[config.mk]
export PLATFORM = sky130hd
export DESIGN_NAME = chacha_round_sequencer_flat
export DESIGN_NICKNAME = d
export VERILOG_FILES = /design/src/rtl/chacha_round_sequencer_if.sv /design/src/rtl/chacha_round_sequencer.sv /design/src/flat_wrapper.sv
export SDC_FILE = /design/constraint.sdc
export NUM_CORES = 1
export LEC_CHECK = 0
export BUFFER_PORTS_ARGS = -buffer_cell sky130_fd_sc_hd__buf_4
export CAP_MARGIN = 40
export CORE_MARGIN = 5
export CORE_UTILIZATION = 60
export CTS_BUF_LIST = sky130_fd_sc_hd__clkbuf_4 sky130_fd_sc_hd__clkbuf_8
export DETAILED_ROUTE_END_ITERATION = 8
export GPL_ROUTABILITY_DRIVEN = 0
export GPL_TIMING_DRIVEN = 0
export HOLD_SLACK_MARGIN = 0.03
export PLACE_DENSITY = 0.93
export SLEW_MARGIN = 20
export SYNTH_ARGS = -nofsm -noshare
export SYNTH_HDL_FRONTEND = slang
export SYNTH_SLANG_ARGS = --single-unit
[constraint.sdc]
create_clock -name clk -period 5.1 [get_ports clk]
set_input_delay 0.255 -clock clk [delete_from_list [all_inputs] [get_ports clk]]
set_output_delay 0.255 -clock clk [all_outputs]
set_load 0.1 [all_outputs]
[src/rtl/chacha_round_sequencer_if.sv]
// -----------------------------------------------------------------------------
// chacha_round_sequencer_if
//   Bundles the control, quarter-round handshake and feed-forward signals that
//   connect the ChaCha round sequencer to the I/O shell and the QR/adder
//   datapath.
//
//   Signals
//     start      shell -> seq   begin a block (sampled only when idle)
//     abort      shell -> seq   synchronous cancel
//     busy       seq -> shell   block in progress, including the done cycle
//     done       seq -> shell   one-cycle completion pulse
//     qr_valid   seq -> QR      quarter-round request
//     qr_ready   QR -> seq      request accepted this cycle
//     qr_done    QR -> seq      result of the accepted request written back
//     qr_a..qr_d seq -> QR      state word indices for the quarter round
//     add_valid  seq -> adder   feed-forward add of word add_idx this cycle
//     add_idx    seq -> adder   feed-forward word index 0..15
//     dr_cnt     seq -> shell   completed double rounds (status)
//
//   Modports
//     master     sequencer view (drives status, QR request and add controls)
//     slave      environment view (drives start/abort and the QR handshake)
// -----------------------------------------------------------------------------
interface chacha_round_sequencer_if;
   logic       start;
   logic       abort;
   logic       busy;
   logic       done;
   logic       qr_valid;
   logic       qr_ready;
   logic       qr_done;
   logic [3:0] qr_a;
   logic [3:0] qr_b;
   logic [3:0] qr_c;
   logic [3:0] qr_d;
   logic       add_valid;
   logic [3:0] add_idx;
   logic [4:0] dr_cnt;

   modport master (
      input  start, abort, qr_ready, qr_done,
      output busy, done, qr_valid, qr_a, qr_b, qr_c, qr_d,
             add_valid, add_idx, dr_cnt
   );

   modport slave (
      output start, abort, qr_ready, qr_done,
      input  busy, done, qr_valid, qr_a, qr_b, qr_c, qr_d,
             add_valid, add_idx, dr_cnt
   );
endinterface

[src/rtl/chacha_round_sequencer.sv]
// -----------------------------------------------------------------------------
// chacha_round_sequencer
//   Controller for the ChaCha block function. Drives one shared quarter-round
//   unit through the column/diagonal schedule for DOUBLE_ROUNDS double rounds,
//   then steps the feed-forward adder over all 16 state words and pulses done.
//
//   Parameters
//     DOUBLE_ROUNDS  double rounds per block (10 = ChaCha20, 4 = ChaCha8), 1..31
//
//   Ports
//     clk   rising-edge clock
//     rst   asynchronous, active-high reset
//     bus   chacha_round_sequencer_if.master (start/abort in; busy, done,
//           QR request/handshake, feed-forward add and dr_cnt)
//
//   All outputs come straight from flops; the QR indices only change when a
//   new request is loaded, so they stay stable while qr_valid waits for
//   qr_ready.
// -----------------------------------------------------------------------------
module chacha_round_sequencer #(
   parameter int DOUBLE_ROUNDS = 10
) (
   input  logic                            clk,
   input  logic                            rst,
   chacha_round_sequencer_if.master        bus
);

   localparam logic [4:0] DR_LAST = 5'(DOUBLE_ROUNDS);

   typedef enum logic [2:0] {
      S_IDLE,
      S_ISSUE,
      S_WAIT,
      S_ADD,
      S_DONE
   } state_t;

   state_t      state_q, state_d;
   logic [2:0]  step_q, step_d;
   logic [4:0]  dr_q, dr_d;
   logic [3:0]  add_q, add_d;
   logic [15:0] idx_q, idx_d;     // {a, b, c, d} of the current quarter round
   logic        busy_q, done_q, qr_valid_q, add_valid_q;

   // Quarter-round word indices for a schedule step. Steps 0..3 are the
   // columns (a, a+4, a+8, a+12); steps 4..7 are the diagonals, where the
   // b/c/d rows rotate by 1/2/3 positions within their 4-word row.
   function automatic logic [15:0] sched(input logic [2:0] s);
      logic [1:0] rb, rc, rd;
      rb = s[1:0];
      rc = s[1:0];
      rd = s[1:0];
      if (s[2]) begin
         rb = s[1:0] + 2'd1;
         rc = s[1:0] + 2'd2;
         rd = s[1:0] + 2'd3;
      end
      return {2'b00, s[1:0], 2'b01, rb, 2'b10, rc, 2'b11, rd};
   endfunction

   always_comb begin
      // NOTE: every variable gets a default before the case so no path can
      // leave one unassigned, which would otherwise infer a latch.
      state_d = state_q;
      step_d  = step_q;
      dr_d    = dr_q;
      add_d   = add_q;
      idx_d   = idx_q;

      case (state_q)
         S_IDLE: begin
            if (bus.start && !bus.abort) begin
               state_d = S_ISSUE;
               step_d  = 3'd0;
               dr_d    = 5'd0;
               idx_d   = sched(3'd0);
            end
         end

         S_ISSUE: begin
            if (bus.qr_ready) begin
               state_d = S_WAIT;
            end
         end

         // qr_done is only looked at here; the unit never reports completion
         // in the same cycle it accepts a request.
         S_WAIT: begin
            if (bus.qr_done) begin
               step_d = step_q + 3'd1;   // wraps 7 -> 0 at the double-round boundary
               if (step_q == 3'd7) begin
                  dr_d = dr_q + 5'd1;
               end
               if ((step_q == 3'd7) && ((dr_q + 5'd1) == DR_LAST)) begin
                  state_d = S_ADD;
                  add_d   = 4'd0;
               end else begin
                  state_d = S_ISSUE;
                  idx_d   = sched(step_q + 3'd1);
               end
            end
         end

         S_ADD: begin
            if (add_q == 4'd15) begin
               state_d = S_DONE;
            end else begin
               add_d = add_q + 4'd1;
            end
         end

         S_DONE: begin
            state_d = S_IDLE;
         end

         default: begin
            state_d = S_IDLE;
         end
      endcase

      // Abort outranks everything except reset and returns all state to its
      // reset values; in IDLE it has no effect beyond blocking a start.
      if (bus.abort && (state_q != S_IDLE)) begin
         state_d = S_IDLE;
         step_d  = 3'd0;
         dr_d    = 5'd0;
         add_d   = 4'd0;
         idx_d   = 16'd0;
      end
   end

   // Status strobes are decoded from the next state and registered, so each
   // one is valid for exactly the cycles its state is occupied.
   always_ff @(posedge clk or posedge rst) begin
      if (rst) begin
         state_q     <= S_IDLE;
         step_q      <= 3'd0;
         dr_q        <= 5'd0;
         add_q       <= 4'd0;
         idx_q       <= 16'd0;
         busy_q      <= 1'b0;
         done_q      <= 1'b0;
         qr_valid_q  <= 1'b0;
         add_valid_q <= 1'b0;
      end else begin
         // NOTE: non-blocking assignments here so every flop samples the values
         // from before this edge, independent of statement order.
         state_q     <= state_d;
         step_q      <= step_d;
         dr_q        <= dr_d;
         add_q       <= add_d;
         idx_q       <= idx_d;
         busy_q      <= (state_d != S_IDLE);
         done_q      <= (state_d == S_DONE);
         qr_valid_q  <= (state_d == S_ISSUE);
         add_valid_q <= (state_d == S_ADD);
      end
   end

   assign bus.busy      = busy_q;
   assign bus.done      = done_q;
   assign bus.qr_valid  = qr_valid_q;
   assign bus.qr_a      = idx_q[15:12];
   assign bus.qr_b      = idx_q[11:8];
   assign bus.qr_c      = idx_q[7:4];
   assign bus.qr_d      = idx_q[3:0];
   assign bus.add_valid = add_valid_q;
   assign bus.add_idx   = add_q;
   assign bus.dr_cnt    = dr_q;

endmodule

[src/flat_wrapper.sv]
// flat-port wrapper written by rule: the top's interface ports become plain ports
module chacha_round_sequencer_flat 
#(
   parameter int DOUBLE_ROUNDS = 10
)
  (clk, rst, bus_start, bus_abort, bus_qr_ready, bus_qr_done, bus_busy, bus_done, bus_qr_valid, bus_qr_a, bus_qr_b, bus_qr_c, bus_qr_d, bus_add_valid, bus_add_idx, bus_dr_cnt);
  chacha_round_sequencer_if bus_i ();
  input  logic clk;
  input  logic rst;
  input wire logic [$bits(bus_i.start)-1:0] bus_start;
  input wire logic [$bits(bus_i.abort)-1:0] bus_abort;
  input wire logic [$bits(bus_i.qr_ready)-1:0] bus_qr_ready;
  input wire logic [$bits(bus_i.qr_done)-1:0] bus_qr_done;
  output wire logic [$bits(bus_i.busy)-1:0] bus_busy;
  output wire logic [$bits(bus_i.done)-1:0] bus_done;
  output wire logic [$bits(bus_i.qr_valid)-1:0] bus_qr_valid;
  output wire logic [$bits(bus_i.qr_a)-1:0] bus_qr_a;
  output wire logic [$bits(bus_i.qr_b)-1:0] bus_qr_b;
  output wire logic [$bits(bus_i.qr_c)-1:0] bus_qr_c;
  output wire logic [$bits(bus_i.qr_d)-1:0] bus_qr_d;
  output wire logic [$bits(bus_i.add_valid)-1:0] bus_add_valid;
  output wire logic [$bits(bus_i.add_idx)-1:0] bus_add_idx;
  output wire logic [$bits(bus_i.dr_cnt)-1:0] bus_dr_cnt;
  assign bus_i.start = bus_start;
  assign bus_i.abort = bus_abort;
  assign bus_i.qr_ready = bus_qr_ready;
  assign bus_i.qr_done = bus_qr_done;
  assign bus_busy = bus_i.busy;
  assign bus_done = bus_i.done;
  assign bus_qr_valid = bus_i.qr_valid;
  assign bus_qr_a = bus_i.qr_a;
  assign bus_qr_b = bus_i.qr_b;
  assign bus_qr_c = bus_i.qr_c;
  assign bus_qr_d = bus_i.qr_d;
  assign bus_add_valid = bus_i.add_valid;
  assign bus_add_idx = bus_i.add_idx;
  assign bus_dr_cnt = bus_i.dr_cnt;
  chacha_round_sequencer #(.DOUBLE_ROUNDS(DOUBLE_ROUNDS)) u_core (.clk(clk), .rst(rst), .bus(bus_i));
endmodule
### After elaboration in Yosys (flattened, before gate mapping)

Cells that the tools add are included.

* bits of input ports: 6
* bits in registers: 35
* logic and storage cells: 72
* output and inout bits: 29

* add/subtract/negate cells: 6
* equality and inequality tests: 15
* reduce and logical (&&, ||, !) cells: 13
* multiplexer cells: 29

Operator list (count)
* 16-bit 2-to-1 mux: 4
* 16-bit one-hot mux with 2 select lines: 1
* 3-bit 2-to-1 mux: 8
* 5-bit 2-to-1 mux: 4
* 4-bit 2-to-1 mux: 4
* 3-bit one-hot mux with 4 select lines: 1
* 4-bit AND reduction: 3
* 3-bit nonzero test: 4
* 5-bit one-hot mux with 2 select lines: 1
* 3-bit by 2-bit equality test with 1-bit output (second input constant): 3
* 3-bit by 1-bit inequality test with 1-bit output (second input constant): 3
* 2-bit 2-to-1 mux: 4
* 4-bit one-hot mux with 2 select lines: 1
* 3-bit by 1-bit equality test with 1-bit output (second input constant): 2
* 3-bit equality test (second input constant): 2
* 3-bit inequality test (second input constant): 2
* 3-bit one-hot mux with 2 select lines: 1
* 5-bit by 1-bit adder with 5-bit output (second input constant): 1
* 5-bit by 4-bit equality test with 1-bit output (second input constant): 1
* 2-bit adder (second input constant): 2
* 4-bit by 1-bit adder with 4-bit output (second input constant): 1
* 4-bit equality test (second input constant): 1
* 3-bit by 1-bit adder with 3-bit output (second input constant): 1
* 1-bit logical AND: 3
* other kinds (5): 5

### Logic depth before layout (Yosys ltp)

Gate-level depths: netlist of the first run.

* word-level depth: 8
* gate-level depth with buffers: 8

### Worst setup path before layout of the first run

OpenSTA, ideal clock, no wires.

* path type: reg-to-reg
* start: reg u_core.dr_q[0] (netlist: u_core.bus.dr_cnt[0])
* end: reg u_core.busy_q (netlist: u_core.bus.busy)
* path buffers: 0
* slack: 2692 ps
* cell stages (with the launch flop): 7
* arrival: 2277 ps
* clock period less this slack: 2408 ps
* path through: dfrtp_1 ha_1 nor3_1 a31o_4 a21boi_4 a2111oi_4 or3_1

* word-level cells in the longest chain between the ends: 8

Ends and longest elaborated chain
* start, declared: RTL line chacha_round_sequencer.sv:40 `logic [4:0] dr_q, dr_d;`
* start signal, assigned: RTL line chacha_round_sequencer.sv:150 `dr_q <= dr_d;`
* 5-bit by 1-bit adder with 5-bit output: RTL line chacha_round_sequencer.sv:94 `if ((step_q == 3'd7) && ((dr_q + 5'd1) == DR_LAST)) begin`
* 5-bit by 4-bit equality test with 1-bit output: RTL line chacha_round_sequencer.sv:94
* 1-bit logical AND: RTL line chacha_round_sequencer.sv:94
* 2-bit 2-to-1 mux: RTL line chacha_round_sequencer.sv:94
* 3-bit 2-to-1 mux: RTL line chacha_round_sequencer.sv:89 `if (bus.qr_done) begin`
* 3-bit one-hot mux with 4 select lines: RTL line chacha_round_sequencer.sv:70 `case (state_q)`
* 3-bit 2-to-1 mux: RTL line chacha_round_sequencer.sv:123 `if (bus.abort && (state_q != S_IDLE)) begin`
* net u_core.state_d[1]: RTL line chacha_round_sequencer.sv:38 `state_t state_q, state_d;`
* 3-bit nonzero test: RTL line chacha_round_sequencer.sv:153 `busy_q <= (state_d != S_IDLE);`
* end signal, assigned: RTL line chacha_round_sequencer.sv:153
* end, declared: RTL line chacha_round_sequencer.sv:43 `logic busy_q, done_q, qr_valid_q, add_valid_q;`

The timed path passes the listed nets, and every way through them passes these cells.
A chain may end at the register's enable or synchronous reset.

### Worst setup path after layout of the first run

* start: reg u_core.step_q[0]
* end: reg u_core.idx_q[13]

* word-level cells in the longest chain between the ends: 5

Ends and longest elaborated chain
* start, declared: RTL line chacha_round_sequencer.sv:39 `logic [2:0] step_q, step_d;`
* start signal, assigned: RTL line chacha_round_sequencer.sv:149 `step_q <= step_d;`
* 3-bit by 1-bit adder with 3-bit output: RTL line chacha_round_sequencer.sv:99 `idx_d = sched(step_q + 3'd1);`
* 16-bit 2-to-1 mux: RTL line chacha_round_sequencer.sv:94
* 16-bit 2-to-1 mux: RTL line chacha_round_sequencer.sv:89
* 16-bit one-hot mux with 2 select lines: RTL line chacha_round_sequencer.sv:70
* 16-bit 2-to-1 mux: RTL line chacha_round_sequencer.sv:123
* end signal, assigned: RTL line chacha_round_sequencer.sv:152 `idx_q <= idx_d;`
* end, declared: RTL line chacha_round_sequencer.sv:42 `logic [15:0] idx_q, idx_d;`

Parallel ways exist; a longest one is shown, timed or not. The select of a mux whose other input is x is not followed.

==> results of run 1 <==
## routing by layer
metal  GRT usage  up-vias  part of all wire
li1            -      619                 -
met1       0.246      585              0.41
met2       0.363       46              0.52
met3      0.0216        9             0.047
met4      0.0791        0             0.023
met5           0        -                 0
## layout make-up
class	instances	area (um^2)
inverter	3	11.3
timing repair buffer	32	250
clock buffer	4	36.3
tap	30	37.5
fill	167	604
sequential	26	651
buffer	15	104
multi-input combinational	114	761
## worst max-delay path, delay by kind of cell, from the launching register on
family	cells	cell delay (ns)
flip-flops	1	0.51
adder cells (fa/ha/maj)	2	0.34
buffers and inverters	1	0.19
multiplexers	1	0.23
AND/OR/NAND/NOR	1	0.14
AO/OA/AOI/OAI	3	0.68
## registers in the layout, indices dropped and copies added, names as in the netlist
| signal | flops |
|---|---|
| u_core.bus.done | 1 |
| u_core.step_q | 3 |
| u_core.bus.qr_valid | 1 |
| u_core.bus.busy | 1 |
| u_core.bus.add_idx | 4 |
| u_core.bus.dr_cnt | 5 |
| u_core.bus.add_valid | 1 |
| u_core.idx_q | 7 |
| u_core.state_q | 3 |
## cells in the mapped netlist (2+ instances only)
master | count | share of area
dfrtp_1 | 26 | 0.43
nand2_1 | 18 | 0.045
o21ai_0 | 14 | 0.046
buf_4 | 10 | 0.050
nor2_1 | 8 | 0.020
nand3_1 | 7 | 0.023
ha_1 | 5 | 0.041
o2bb2ai_1 | 5 | 0.029
a21oi_1 | 4 | 0.013
nand3b_1 | 4 | 0.020
nor2b_1 | 4 | 0.017
nor3_1 | 4 | 0.013
xnor2_1 | 4 | 0.023
a21o_1 | 3 | 0.015
a22o_1 | 3 | 0.017
inv_1 | 3 | 0.0074
nand2b_1 | 3 | 0.012
and3_1 | 2 | 0.0083
clkbuf_1 | 2 | 0.0050
nand4_1 | 2 | 0.0083
o21a_1 | 2 | 0.0099
o31ai_1 | 2 | 0.0099
## worst min-delay path by stage
stage               startpoint                    end  slack, ns  cells past startpoint
3_5_place_dp               rst        u_core.idx_q[9]       0.32                      2
2_1_floorplan              rst  u_core.bus.add_idx[0]       0.30                      1
5_1_grt              bus_abort      u_core.state_q[1]       0.16                      2
3_3_place_gp   u_core.idx_q[1]        u_core.idx_q[1]       0.47                      1
4_1_cts              bus_abort      u_core.state_q[1]       0.16                      2
6_report             bus_abort      u_core.state_q[1]       0.16                      2
## repair_timing
action | CTS | global route
resized for setup | 0 | 0
hold buffers | 1 | 0
hold endpoints to repair | 12 | 0
## kinds of logic after synthesis
| kind of cell | Yosys count | share of synthesized area |
|---|---|---|
| other | 1 | 0.00247 |
| XOR/XNOR | 5 | 0.0289 |
| buffers and inverters | 18 | 0.0760 |
| AO/OA/AOI/OAI | 41 | 0.208 |
| adder cells (fa/ha/maj) | 5 | 0.0413 |
| multiplexers | 1 | 0.0149 |
| AND/OR/NAND/NOR | 58 | 0.199 |
| flip-flops | 26 | 0.429 |
## metrics by stage
| stage | power [mW] | util | instance area (um^2) | hold WS, ns | std cells |
|---|---|---|---|---|---|
| after floorplan | 0.496 | - | 1530 | 0.295 | 158 |
| after CTS | 0.663 | 0.754 | 1850 | 0.158 | 224 |
| after detailed placement | 0.558 | 0.735 | 1800 | 0.322 | 219 |
| final | 0.661 | 0.754 | 1850 | 0.159 | 224 |
| after global placement | 0.550 | 0.729 | 1790 | 0.471 | 218 |
| after global routing | 0.684 | 0.754 | 1850 | 0.161 | 224 |
## report_power, final
part | leakage [nW] | total [mW] | internal (mW) | switching [mW]
clock | 0.0210 | 0.105 | 0.0437 | 0.0612
combinational | 0.522 | 0.323 | 0.0764 | 0.247
sequential | 0.356 | 0.233 | 0.220 | 0.0130
==> impl_metrics.env, run 1 <==
export IMPL_status="finished clean"
export IMPL_final_cell_mix="buf_4 (40), dfrtp_1 (26), nand2_1 (18)"
export IMPL_end_kind="flip-flop"
export IMPL_die_h_um=60.3
export IMPL_fin_crit_ns=2.13
export IMPL_grt_max_degree=15
export IMPL_overflow=0
export IMPL_cts_setup_buffers=0
export IMPL_cellLeakagePower_nw=0.898
export IMPL_tns_ns=0
export IMPL_power_density_nw_per_um2=357
export IMPL_antenna_found_initial=0
export IMPL_syn_inst=155
export IMPL_synth_avg_cell_area_um2=9.78
export IMPL_drtPass1Iterations=6
export IMPL_layout_setup_ws_ns=2.97
export IMPL_min_path_type="in -> reg"
export IMPL_final_nets=206
export IMPL_via_per_inst=5.62
export IMPL_synthesis_area_um2=1520
export IMPL_row_count=18
export IMPL_r2r_setup_slack_ns=2.97
export IMPL_clock_sinks=26
export IMPL_drive_gt1_frac=0.284
export IMPL_root_buffer="clkbuf_4"
export IMPL_endpoint="u_core.idx_q[13]"
export IMPL_finalHoldViolations=0
export IMPL_clock_skew_final_ns=0.00566
export IMPL_core_um2=2450
export IMPL_yosysSeqAreaShare=0.429
export IMPL_tightest_slew_ns=0.509
export IMPL_cts_inserted_buffers=3
export IMPL_setup_viol=0
export IMPL_ir_drop_mv=0.470
export IMPL_startpoint_type="flip-flop"
export IMPL_r2r_end="u_core.idx_q[13]"
export IMPL_pre_cts_slack_ns=3.01
export IMPL_cts_reportedPaths_clkPinSlew_ns=0.14
export IMPL_cp_max_fo=9
export IMPL_max_freq_ghz=0.469
export IMPL_totalWireLength_mm=3.40
export IMPL_cts_tree="built"
export IMPL_cpMaxStageDelayCell="dfrtp_1"
export IMPL_num_vias=1259
export IMPL_post_route_period_util=0.418
export IMPL_start_util=0.617
export IMPL_io_buffers=30
export IMPL_yosys_warnings=0
export IMPL_first_global_vias=1217
export IMPL_syn_to_final_growth_pct=22.1
export IMPL_grt_pass1_wl_mm=5.60
export IMPL_timing_critical_path_from="u_core.step_q[0]"
export IMPL_drtIter0Drc=66
export IMPL_ant_nets=0
export IMPL_clk_latency_ns=0.32
export IMPL_grt_setup_unrepaired="false"
export IMPL_htreeDepth=1
export IMPL_r2r_start="u_core.step_q[0]"
export IMPL_slew_viol_final=0
export IMPL_track_usage=0.203
export IMPL_path_class="reg -> reg"
export IMPL_path_common_cell="ha_1"
export IMPL_hpwl_mm=2.52
export IMPL_ff2ff_path_depth=8
export IMPL_ios=35
export IMPL_clk_path_buf_depth=2
export IMPL_ys_types=42
export IMPL_dieArea_um2=3630
export IMPL_die_w_um=60.3
export IMPL_max_cap_viol_count=0
export IMPL_drc_errors=0
export IMPL_path_cells="ha_1 > ha_1 > clkbuf_2 > nand3_1 > mux2i_4 > a21boi_4 > o21ai_1 > a32o_1"
export IMPL_wire_per_inst_um=15.2
export IMPL_synth_edf_count=0
export IMPL_worstPathArrival_ns=2.40
export IMPL_critPathRequiredTime_ns=5.37
export IMPL_relSlewSlack=0.661
export IMPL_cpPeakStageDelay_ns=0.51
export IMPL_antennaDiodeCount=0
export IMPL_async_flop_share=1.00
export IMPL_final_common_cell="buf_4"
export IMPL_ys_ff_latch=26
export IMPL_synthFlopType="dfrtp_1"
Note: power is estimated with default switching activity, not from simulation.
==> inputs of run 2 (changes only) <==
Settings changed: CORE_UTILIZATION 60 to 50, PLACE_DENSITY 0.93 to 0.83.
Clock period 5.1 ns to 1.8 ns, I/O delays scaled along.
==> run 2 against run 1 <==
Compared with the run above:
- clock-buffer cell count fell by 1
- sequential share of layout area fell by 1.3 points
- critical endpoint is now u_core.bus.busy
- setup slack got worse by 2.9 ns
- final cell count rose by 1.8%
- critical path type unchanged
- via count fell by 2.1%
- critical path depth fell by 1
- sequential power rose to 2.8 times the previous value
- register-to-register slack got worse by 2.9 ns
- wire length fell by 5.9%
- combinational power rose to 2.9 times the previous value
==> impl_metrics.env, run 2 (same netlist as run 1, synthesis figures left out) <==
export IMPL_status="finished clean"
export IMPL_power_density_nw_per_um2=998
export IMPL_pre_cts_slack_ns=-0.275
export IMPL_antenna_found_initial=0
export IMPL_root_buffer="clkbuf_4"
export IMPL_post_route_period_util=0.972
export IMPL_dieArea_um2=4230
export IMPL_final_common_cell="buf_4"
export IMPL_layout_setup_ws_ns=0.0513
export IMPL_start_util=0.509
export IMPL_switching_share=0.459
export IMPL_wire_per_inst_um=14.0
export IMPL_cp_max_fo=4
export IMPL_die_w_um=65.1
export IMPL_max_freq_ghz=0.572
export IMPL_die_h_um=65.1
export IMPL_track_usage=0.165
export IMPL_grt_pass1_wl_mm=5.44
export IMPL_critPathRequiredTime_ns=2.02
export IMPL_largest_reg_flops=7
export IMPL_p_switching_mw=0.915
export IMPL_path_class="reg -> reg"
export IMPL_drtPass1Iterations=4
export IMPL_cellLeakagePower_nw=0.897
export IMPL_end_kind="flip-flop"
export IMPL_clock_skew_final_ns=0.00306
export IMPL_fin_crit_ns=1.75
export IMPL_final_nets=207
export IMPL_syn_to_final_growth_pct=31.9
export IMPL_clk_latency_ns=0.32
export IMPL_cts_tree="built"
export IMPL_holdWs_ns=0.104
export IMPL_multi_input_area_um2=842
export IMPL_largest_register="u_core.idx_q"
export IMPL_ant_nets=0
export IMPL_min_path_type="in -> reg"
export IMPL_design_area_um2=2000
export IMPL_htreeDepth=1
export IMPL_setup_viol=0
export IMPL_totalWireLength_mm=3.20
export IMPL_finalHoldViolations=0
export IMPL_pwr_share_seq=0.331
export IMPL_relSlewSlack=0.628
export IMPL_num_vias=1233
export IMPL_pwr_share_clk=0.203
export IMPL_seq_area_um2=677
export IMPL_core_um2=2980
export IMPL_final_fill_count=238
export IMPL_max_cap_viol_count=0
export IMPL_hpwl_mm=2.41
export IMPL_p_int_mw=1.08
export IMPL_clock_sinks=26
export IMPL_ios=35
export IMPL_final_cell_mix="buf_4 (43), nand2_1 (18), dfrtp_1 (15)"
export IMPL_drive_gt1_frac=0.405
export IMPL_via_per_inst=5.41
export IMPL_io_buffers=30
export IMPL_overflow=0
export IMPL_antennaDiodeCount=0
export IMPL_first_global_vias=1212
export IMPL_tightest_slew_ns=0.557
export IMPL_drtIter0Drc=30
export IMPL_startpoint_type="flip-flop"
export IMPL_slew_viol_final=0
export IMPL_post_dp_cell_area_um2=1870
export IMPL_clk_path_buf_depth=2
export IMPL_cts_inserted_buffers=3
export IMPL_p_comb_frac=0.466
export IMPL_row_count=20
export IMPL_cts_reportedPaths_clkPinSlew_ns=0.15
export IMPL_grt_setup_unrepaired="true"
export IMPL_drc_errors=0
export IMPL_grt_max_degree=16
export IMPL_worstPathArrival_ns=1.97
export IMPL_ir_drop_mv=0.725
==> run 2: changes by cell type in the layout (fill, tap and decap cells not counted), sizes merged <==
cell and change:
dlygate4sd3 +1, buf +3, clkbuf -4, bufinv +1
==> run 2: power by group through the flow <==
stage	registers (mW)	logic [mW]	clock network [mW]
after floorplan	0.884	0.523	0
after global placement	0.669	0.893	0
after detailed placement	0.670	0.907	0
after CTS	0.658	0.924	0.413
after global routing	0.668	0.966	0.444
final	0.661	0.929	0.404
==> run 2: routing by layer <==
metal  wire [um]  up-vias  track usage
li1            -      617            -
met1        1430      582        0.207
met2        1630       30        0.275
met3         115        4       0.0329
met4          23        0       0.0674
met5           0        -            0
==> run 2: final timing paths <==
check,from,slack [ns],cells past startpoint,end
worst max-delay path,u_core.step_q[0],0.05,7,u_core.bus.busy
worst min-delay path,bus_qr_done,0.10,3,u_core.bus.dr_cnt[2]
worst max register to register,u_core.step_q[0],0.05,7,u_core.bus.busy
worst min register to register,u_core.idx_q[1],0.51,1,u_core.idx_q[1]
max in group asynchronous,rst,0.95,4,u_core.bus.dr_cnt[1]
min in group asynchronous,rst,0.35,3,u_core.idx_q[10]
==> run 2: metrics by stage <==
step | total power [mW] | util | instances | TNS [ns]
after detailed placement | 1.58 | 0.629 | 222 | -3.14
after floorplan | 1.41 | - | 158 | -0.216
final | 1.99 | 0.671 | 228 | 0
after global routing | 2.08 | 0.671 | 228 | -0.00834
after global placement | 1.56 | 0.624 | 221 | -2.55
after CTS | 2.00 | 0.662 | 230 | 0
==> run 2: cell type report <==
cell class,count,area share
flip-flops and latches,26,0.339
plain buffers,12,0.0457
clock buffers,3,0.0113
inverters,3,0.00564
well taps,33,0.0207
clock inverters,1,0.0150
repair buffers,36,0.142
multi-input cells,114,0.421
==> run 2: critical path: stages (launching register included) <==
cell and delay [ns]:
dfrtp_2 0.46, ha_4 0.17, ha_4 0.17, nand3b_1 0.12, mux2i_4 0.10, a21boi_4 0.19, a2111oi_4 0.11, or3_1 0.32
==> run 2: repair_timing <==
item / in CTS / in global routing
setup buffers: 3 / 0
endpoints found under the hold margin: 14 / 0
hold buffers: 2 / 0
endpoints found under the setup margin: 15 / 14
pin swaps: 5 / 1
gates cloned: 0 / 0
gates resized for setup: 4 / 7
